===== src/rtl/serial_io_pkg.sv =====
// Shared types and constants for the 74LV165 serial input scanner.
package serial_io_pkg;

   typedef enum logic [1:0] {
      IDLE  = 2'd0,
      LOAD  = 2'd1,
      SHIFT = 2'd2,
      DONE  = 2'd3
   } scan_state_e;

   localparam int SER_CHAINS = 3;
   localparam int SER_BITS   = 24;

   // Ceiling log2, never below 1 so a counter always has at least one bit.
   function automatic int clog2_min1(input int value);
      int w;
      w = 0;
      while ((1 << w) < value) w++;
      return (w < 1) ? 1 : w;
   endfunction

endpackage


===== src/rtl/serial_in_scanner_if.sv =====
// Pin- and panel-side signal bundle of the serial input scanner.
interface serial_in_scanner_if #(
   parameter int CHAINS = serial_io_pkg::SER_CHAINS,
   parameter int BITS   = serial_io_pkg::SER_BITS
);
   logic                     enable;
   logic [CHAINS-1:0]        qh;
   logic                     shldn;
   logic                     srclk;
   logic                     clk_inh;
   logic [CHAINS*BITS-1:0]   raw;
   logic [CHAINS*BITS-1:0]   data;
   logic [CHAINS*BITS-1:0]   rise;
   logic [CHAINS*BITS-1:0]   fall;
   logic                     frame_done;

   modport master (
      input  enable, qh,
      output shldn, srclk, clk_inh, raw, data, rise, fall, frame_done
   );

   modport slave (
      output enable, qh,
      input  shldn, srclk, clk_inh, raw, data, rise, fall, frame_done
   );
endinterface


===== src/rtl/serial_in_scanner_debounce_edge_cell.sv =====
// One input bit: frame-counting debounce with stable level and rise/fall pulses.
module debounce_edge_cell
   import serial_io_pkg::*;
#(
   parameter int DEBOUNCE_FRAMES = 4
) (
   input  logic clk,
   input  logic reset,
   input  logic update_i,
   input  logic sample_i,
   output logic stable_o,
   output logic rise_o,
   output logic fall_o
);
   localparam int            CW       = clog2_min1(DEBOUNCE_FRAMES);
   localparam logic [CW-1:0] CNT_LAST = CW'(DEBOUNCE_FRAMES - 1);

   logic [CW-1:0] cnt_q, cnt_d;
   logic          stable_q, stable_d;
   logic          rise_q, rise_d;
   logic          fall_q, fall_d;

   always_comb begin
      cnt_d    = cnt_q;
      stable_d = stable_q;
      rise_d   = 1'b0;
      fall_d   = 1'b0;
      if (update_i) begin
         if (sample_i == stable_q) begin
            cnt_d = '0;
         end else if (cnt_q == CNT_LAST) begin
            stable_d = sample_i;
            cnt_d    = '0;
            rise_d   = sample_i;
            fall_d   = ~sample_i;
         end else begin
            cnt_d = cnt_q + CW'(1);
         end
      end
   end

   always_ff @(posedge clk or posedge reset) begin
      if (reset) begin
         cnt_q    <= '0;
         stable_q <= 1'b0;
         rise_q   <= 1'b0;
         fall_q   <= 1'b0;
      end else begin
         cnt_q    <= cnt_d;
         stable_q <= stable_d;
         rise_q   <= rise_d;
         fall_q   <= fall_d;
      end
   end

   assign stable_o = stable_q;
   assign rise_o   = rise_q;
   assign fall_o   = fall_q;
endmodule


===== src/rtl/serial_in_scanner.sv =====
// Continuous scanner for CHAINS daisy-chained 74LV165 groups with per-bit
// debounce; raw/data/rise/fall all update on the edge that enters DONE.
module serial_in_scanner
   import serial_io_pkg::*;
#(
   parameter int CHAINS          = SER_CHAINS,
   parameter int BITS            = SER_BITS,
   parameter int DIV             = 4,
   parameter int DEBOUNCE_FRAMES = 4
) (
   input  logic                clk,
   input  logic                reset,
   serial_in_scanner_if.master bus
);
   localparam int            W        = CHAINS * BITS;
   localparam int            DW       = clog2_min1(DIV);
   localparam int            BW       = clog2_min1(BITS);
   localparam logic [DW-1:0] DIV_LAST = DW'(DIV - 1);
   localparam logic [BW-1:0] BIT_LAST = BW'(BITS - 1);

   scan_state_e                 state_q;
   logic [DW-1:0]               div_q;
   logic [BW-1:0]               bit_q;
   logic                        shldn_q, srclk_q, clk_inh_q, frame_done_q;
   logic [CHAINS-1:0][BITS-1:0] shreg_q;
   logic [W-1:0]                raw_q;

   logic         phase_end;
   logic         frame_end;
   logic [W-1:0] shreg_flat;
   logic [W-1:0] data_w, rise_w, fall_w;

   assign phase_end  = (div_q == DIV_LAST);
   // Last cycle of the final high phase: the shift registers hold a whole frame.
   assign frame_end  = (state_q == SHIFT) && phase_end && srclk_q && (bit_q == BIT_LAST);
   assign shreg_flat = shreg_q;

   always_ff @(posedge clk or posedge reset) begin
      if (reset) begin
         state_q      <= IDLE;
         div_q        <= '0;
         bit_q        <= '0;
         shldn_q      <= 1'b1;
         srclk_q      <= 1'b0;
         clk_inh_q    <= 1'b1;
         frame_done_q <= 1'b0;
         shreg_q      <= '0;
         raw_q        <= '0;
      end else begin
         frame_done_q <= 1'b0;
         case (state_q)
            IDLE: begin
               if (bus.enable) begin
                  state_q <= LOAD;
                  div_q   <= '0;
                  shldn_q <= 1'b0;
               end
            end
            LOAD: begin
               if (phase_end) begin
                  state_q   <= SHIFT;
                  div_q     <= '0;
                  bit_q     <= '0;
                  shldn_q   <= 1'b1;
                  clk_inh_q <= 1'b0;
               end else begin
                  div_q <= div_q + DW'(1);
               end
            end
            SHIFT: begin
               if (!phase_end) begin
                  div_q <= div_q + DW'(1);
               end else begin
                  div_q   <= '0;
                  srclk_q <= ~srclk_q;
                  if (!srclk_q) begin
                     // MSB arrives first and ends up at the top after BITS shifts.
                     for (int c = 0; c < CHAINS; c++) begin
                        shreg_q[c] <= BITS'({shreg_q[c], bus.qh[c]});
                     end
                  end else if (bit_q == BIT_LAST) begin
                     state_q      <= DONE;
                     clk_inh_q    <= 1'b1;
                     raw_q        <= shreg_q;
                     frame_done_q <= 1'b1;
                  end else begin
                     bit_q <= bit_q + BW'(1);
                  end
               end
            end
            DONE: begin
               if (bus.enable) begin
                  state_q <= LOAD;
                  div_q   <= '0;
                  shldn_q <= 1'b0;
               end else begin
                  state_q <= IDLE;
               end
            end
            default: state_q <= IDLE;
         endcase
      end
   end

   for (genvar gi = 0; gi < W; gi++) begin : g_cell
      debounce_edge_cell #(
         .DEBOUNCE_FRAMES(DEBOUNCE_FRAMES)
      ) u_cell (
         .clk     (clk),
         .reset   (reset),
         .update_i(frame_end),
         .sample_i(shreg_flat[gi]),
         .stable_o(data_w[gi]),
         .rise_o  (rise_w[gi]),
         .fall_o  (fall_w[gi])
      );
   end

   assign bus.shldn      = shldn_q;
   assign bus.srclk      = srclk_q;
   assign bus.clk_inh    = clk_inh_q;
   assign bus.raw        = raw_q;
   assign bus.data       = data_w;
   assign bus.rise       = rise_w;
   assign bus.fall       = fall_w;
   assign bus.frame_done = frame_done_q;
endmodule


===== src/flat_wrapper.sv =====
// flat-port wrapper written by rule: the top's interface ports become plain ports
module serial_in_scanner_flat import serial_io_pkg::*;
#(
   parameter int CHAINS          = SER_CHAINS,
   parameter int BITS            = SER_BITS,
   parameter int DIV             = 4,
   parameter int DEBOUNCE_FRAMES = 4
)
  (clk, reset, bus_enable, bus_qh, bus_shldn, bus_srclk, bus_clk_inh, bus_raw, bus_data, bus_rise, bus_fall, bus_frame_done);
  serial_in_scanner_if #(.CHAINS(CHAINS), .BITS(BITS)) bus_i ();
  input  logic clk;
  input  logic reset;
  input wire logic [$bits(bus_i.enable)-1:0] bus_enable;
  input wire logic [$bits(bus_i.qh)-1:0] bus_qh;
  output wire logic [$bits(bus_i.shldn)-1:0] bus_shldn;
  output wire logic [$bits(bus_i.srclk)-1:0] bus_srclk;
  output wire logic [$bits(bus_i.clk_inh)-1:0] bus_clk_inh;
  output wire logic [$bits(bus_i.raw)-1:0] bus_raw;
  output wire logic [$bits(bus_i.data)-1:0] bus_data;
  output wire logic [$bits(bus_i.rise)-1:0] bus_rise;
  output wire logic [$bits(bus_i.fall)-1:0] bus_fall;
  output wire logic [$bits(bus_i.frame_done)-1:0] bus_frame_done;
  assign bus_i.enable = bus_enable;
  assign bus_i.qh = bus_qh;
  assign bus_shldn = bus_i.shldn;
  assign bus_srclk = bus_i.srclk;
  assign bus_clk_inh = bus_i.clk_inh;
  assign bus_raw = bus_i.raw;
  assign bus_data = bus_i.data;
  assign bus_rise = bus_i.rise;
  assign bus_fall = bus_i.fall;
  assign bus_frame_done = bus_i.frame_done;
  serial_in_scanner #(.CHAINS(CHAINS), .BITS(BITS), .DIV(DIV), .DEBOUNCE_FRAMES(DEBOUNCE_FRAMES)) u_core (.clk(clk), .reset(reset), .bus(bus_i));
endmodule

===== config.mk =====
export PLATFORM = sky130hd
export DESIGN_NAME = serial_in_scanner_flat
export DESIGN_NICKNAME = d
export VERILOG_FILES = /design/src/rtl/serial_io_pkg.sv /design/src/rtl/serial_in_scanner_if.sv /design/src/rtl/serial_in_scanner_debounce_edge_cell.sv /design/src/rtl/serial_in_scanner.sv /design/src/flat_wrapper.sv
export SDC_FILE = /design/constraint.sdc
export NUM_CORES = 1
export LEC_CHECK = 0
export ABC_AREA = 1
export CAP_MARGIN = 20
export CORE_MARGIN = 3
export CORE_UTILIZATION = 53
export CTS_CLUSTER_SIZE = 10
export DETAILED_ROUTE_END_ITERATION = 8
export PLACE_DENSITY = 0.83
export SYNTH_ARGS = -nofsm -noshare
export SYNTH_HDL_FRONTEND = slang
export SYNTH_SLANG_ARGS = --single-unit

===== constraint.sdc =====
create_clock -name clk -period 49.3 [get_ports clk]
set_clock_uncertainty 0.05 [all_clocks]
set_input_delay 7.395 -clock clk [delete_from_list [all_inputs] [get_ports clk]]
set_output_delay 7.395 -clock clk [all_outputs]
set_load 0.01 [all_outputs]

======== Yosys cells after proc, flatten, opt, wreduce, memory -nomap -nowiden ========
Cells that the tools add are included.
Widths: inputs -> output; s select.
word-level totals
  register bits ........................... 517
  latch bits .............................. 0
  bits in writable memories ............... 0
  memory bits (read-only) ................. 0
  input port bits ......................... 6
  output and inout bits ................... 292
  memories kept ........................... 0
operators by class
  add/sub/neg operators ................... 74
  multipliers ............................. 0
  divide/modulo/power cells ............... 0
  $lt $le $gt $ge ......................... 0
  equality and inequality tests ........... 156
  shift-type cells ........................ 0
  multiplexer cells ....................... 603
  bitwise operators ....................... 145
  reduce and logical (&&, ||, !) cells .... 87
operators by type and width
  kind                 number
  $mux 1               443
  $mux 2               151
  $reduce_and 3->1     74
  $eq 2x2->1 const B   75
  $add 2x1->2 const B  73
  $not 1->1            145
  $eq 1x1->1           72
  $mux 5               4
  $reduce_and 5->1     3
  $pmux 5 s2           1
  $ne 2x1->1 const B   4
  $pmux 2 s4           1
  $ne 2x2->1 const B   3
  $add 5x1->5 const B  1
  $eq 5x5->1 const B   1
  $pmux 1 s2           2
  $pmux 2 s2           1
  $reduce_and 4->1     1
  $reduce_bool 2->1    2
  $reduce_or 2->1      2
  $logic_and 1x1->1    3
  $eq 2x1->1 const B   1
  $logic_not 2->1      1
  $reduce_and 2->1     1

======== Logic depth before layout (Yosys ltp) ========
  depth after elaboration ................. 5
  mapped depth ............................ 10

======== Cells and area by module ========
A second synthesis with hierarchy kept.
unflattened totals
  cells, all modules ...................... 2798
  area, all modules ....................... 22977.0 um^2
modules (own cells, without submodules)
  module              instances  cells each  area an instance (um^2)  sequential area each (um^2)
  debounce_edge_cell  72         30          234.0                    125.1
  serial_in_scanner   1          638         6130.9                   3931.3

======== Worst setup path after synthesis ========
No wires, ideal clock.
  path kind ............................... reg2out
  start ................................... register u_core.clk_inh_q, in the netlist u_core.bus.clk_inh
  end ..................................... output port bus_clk_inh
  arrival time ............................ 0.529 ns
  required time ........................... 41.855 ns
  slack ................................... 41.326 ns
  stages on the path, launching flop included .. 1
  buffers on the path ..................... 0
  path through ............................ dfstp_2
RTL lines
  item                      line                     text
  start: declaration        serial_in_scanner.sv:24  logic shldn_q, srclk_q, clk_inh_q, frame_done_q;
  start signal: assignment  serial_in_scanner.sv:45  clk_inh_q <= 1'b1;
  start signal: assignment  serial_in_scanner.sv:65  clk_inh_q <= 1'b0;
  start signal: assignment  serial_in_scanner.sv:83  clk_inh_q <= 1'b1;
  end: declaration          flat_wrapper.sv:17       output wire logic [$bits(bus_i.clk_inh)-1:0] bus_clk_inh;
No word-level cell between the ends.

======== Worst setup path in the final report ========
  start ................................... register u_core.clk_inh_q, in the netlist u_core.bus.clk_inh
  end ..................................... output port bus_clk_inh
No word-level cell between the ends.

==> results_dict.tcl <==
set metrics [dict create \
    status "finished, final reports clean" \
    crit_buf_inv 1 \
    endpoint_kind "output port" \
    layout.cells.non_filler 3252 \
    critPathMaxStageDelay_ps 540 \
    syn_area_per_cell_um2 9.05 \
    layout.nets 2734 \
    fin_crit_sh 0.185 \
    arrival_ps 1660 \
    crit_path_start_kind "flop" \
    crit_chain "clkdlybuf4s50_1" \
    cts-resized-gates 0 \
    root_buffer "clkbuf_16" \
    synth_seq_cells 517 \
    netlist_area_um2 23400 \
    antenna_left 0 \
    max-cap-violations 0 \
    grt_pass1_wl_um 82600 \
    slowest_stage "clkdlybuf4s50_1" \
    dpl-instance-area_um2 25100 \
    cts_tree "yes" \
    worstPathMaxFanout 2 \
    io_pins 298 \
    drive_gt1_frac 0.0319 \
    tightest_slew_ps 1290 \
    layout_setup_ws_ps 40200 \
    fmax_mhz 110 \
    met3_usage 0.0484 \
    drtPass1Iterations 5 \
    yosysSeqAreaShare 0.553 \
    maxSlewViolCount 0 \
    h-tree-depth 2 \
    fin_tns_setup_ps 0 \
    grtUsageMet1 0.263 \
    row_count 76 \
    drt_iter0_markers 1258 \
    wire_per_inst_um 15.0 \
    grtUsageTotal 0.213 \
    fin_area_um2 26700 \
    power_density_nw_per_um2 32.5 \
    yosys_warnings 0 \
    area_delta_synth_final_pct 14.1 \
    dp_hpwl_um 32200 \
    wl_um 48900 \
    use_met2 0.376 \
    p_leak_nw 13.2 \
    antenna_found_initial 0 \
    relSlewSlack 0.142 \
    hp-class "reg -> reg" \
    cts_buffer_depth 3 \
    cp_top_family "buffers and inverters" \
    core_area_um2 43400 \
    gr-total-overflow 0 \
    fillCellCount 3378 \
    dr_total_vias 16500 \
    rsz0062_at_grt "no" \
    ctsHoldBuffers 0 \
    drc 0 \
    syn-num-nets 2670 \
    grt_max_degree 262 \
    dpl_worst_slack_ps 39520 \
    crit_type "reg -> out" \
    syn_inst 2585 \
    worst_hold_slack_ps 411 \
    postLayoutCoreUtil 0.616 \
    clkLatencyLatePin_ps 600 \
    setup_viol 0 \
    clock-sinks 517 \
    min_period_ps 9100 \
    start_util 0.540 \
    cts_buffers 58 \
    synthDistinctLibCells 27 \
    grt_busiest_layer "met2" \
    ir_drop_v 0.0000271 \
    die_area_um2 46700 \
    clkTransAtPathRegs_ps 50 \
    post-cts-setup-buffers 0 \
    die_y_um 216 \
    gp_congestion 0.797 \
    vias_per_cell 5.08 \
    placedCellCount 3173 \
    critical_path_required_ps 41850 \
    die_w_um 216 \
    power_mw 0.867 \
    io_buffers 297 \
    diodes 0 \
    finalHoldViolCount 0 \
    grt_pass1_vias 17000 \
]
-- synth_stat cells --
library cell	count	area, um^2
a21boi_0	18	135
a21oi_1	4	20.0
and3_1	65	407
buf_2	40	200
buf_4	225	1690
buf_6	12	135
clkbuf_1	26	97.6
dfrtp_1	515	12900
dfstp_2	2	52.6
ha_1	79	988
inv_1	277	1040
inv_2	2	7.51
nand2_1	739	2770
nand2_2	1	6.26
nand3_1	82	410
nand3_2	1	10.0
nand4_1	6	37.5
nand4_4	1	21.3
nor2_1	144	541
nor2_2	1	6.26
nor2_4	1	11.3
nor3_1	1	5.00
o21ai_0	37	185
o21ai_1	250	1250
o31ai_1	1	7.51
or2_1	1	6.26
xnor2_1	54	473
-- metal layers --
metal,vias to the layer above,share of wire
li1,7964,-
met1,8029,0.41
met2,442,0.50
met3,85,0.062
met4,0,0.024
met5,-,0
-- final cells by class --
cell class	instances	area [um^2]	share of cell area
clock inverters	2	13.8	0.000516
well taps	585	732	0.0274
repair buffers	307	3090	0.116
inverters	279	1050	0.0395
flip-flops and latches	517	12900	0.485
clock buffers	76	1570	0.0588
multi-input cells	1486	7300	0.273
-- layout by cell type (no fill, tap or decap), types with 2 or more instances in the layout --
cell type,instances
nand3_1,82
dfrtp_1,515
dfstp_2,2
o21ai_1,250
clkbuf_1,14
inv_2,2
and3_1,65
a21boi_0,18
xnor2_1,54
nor2_1,144
ha_1,79
clkdlybuf4s50_1,297
buf_12,3
nand2_1,739
a21oi_1,4
inv_1,276
nand4_1,6
buf_4,7
o21ai_0,37
clkbuf_16,59
clkbuf_8,3
-- cells by family (layout without fill, tap and decap cells) --
| logic type | count (synthesis) | count (layout) | synth area share |
|---|---|---|---|
| xor+xnor | 54 | 54 | 0.0202 |
| compound gates | 310 | 310 | 0.0683 |
| fa+ha+maj | 79 | 79 | 0.0422 |
| flops | 517 | 517 | 0.553 |
| buf+inv | 582 | 664 | 0.135 |
| simple gates | 1043 | 1043 | 0.181 |
-- state kept, by name (all words and copies together), names as in the netlist --
register                       count
u_core.bit_q                       5
u_core.bus.clk_inh                 1
u_core.bus.frame_done              1
u_core.bus.raw                    72
u_core.bus.shldn                   1
u_core.bus.srclk                   1
u_core.div_q                       2
u_core.g_cell.u_cell.cnt_q       144
u_core.g_cell.u_cell.fall_o       72
u_core.g_cell.u_cell.rise_o       72
u_core.g_cell.u_cell.stable_o     72
u_core.shreg_flat                 72
u_core.state_q                     2
-- path summary, 6_finish.rpt --
path / startpoint / end / slack (ps) / cells past startpoint
max: u_core.bus.clk_inh / bus_clk_inh / 40200 / 1
min: u_core.bus.clk_inh / u_core.bus.clk_inh / 410 / 2
min in group asynchronous: reset / u_core.g_cell[69].u_cell.rise_o / 7350 / 2
max reg2reg: u_core.state_q[0] / u_core.bus.raw[24] / 45840 / 9
max in group asynchronous: reset / u_core.g_cell[46].u_cell.cnt_q[1] / 40220 / 3
min reg2reg: u_core.bus.clk_inh / u_core.bus.clk_inh / 410 / 2
-- power breakdown --
group          internal, mW  total (mW)  leakage, nW  switching, mW
clock network         0.218       0.375        0.774          0.157
logic                0.0153      0.0522         5.24         0.0369
registers             0.432       0.440         7.20        0.00812
No activity file was read; power rests on OpenSTA's default activity.
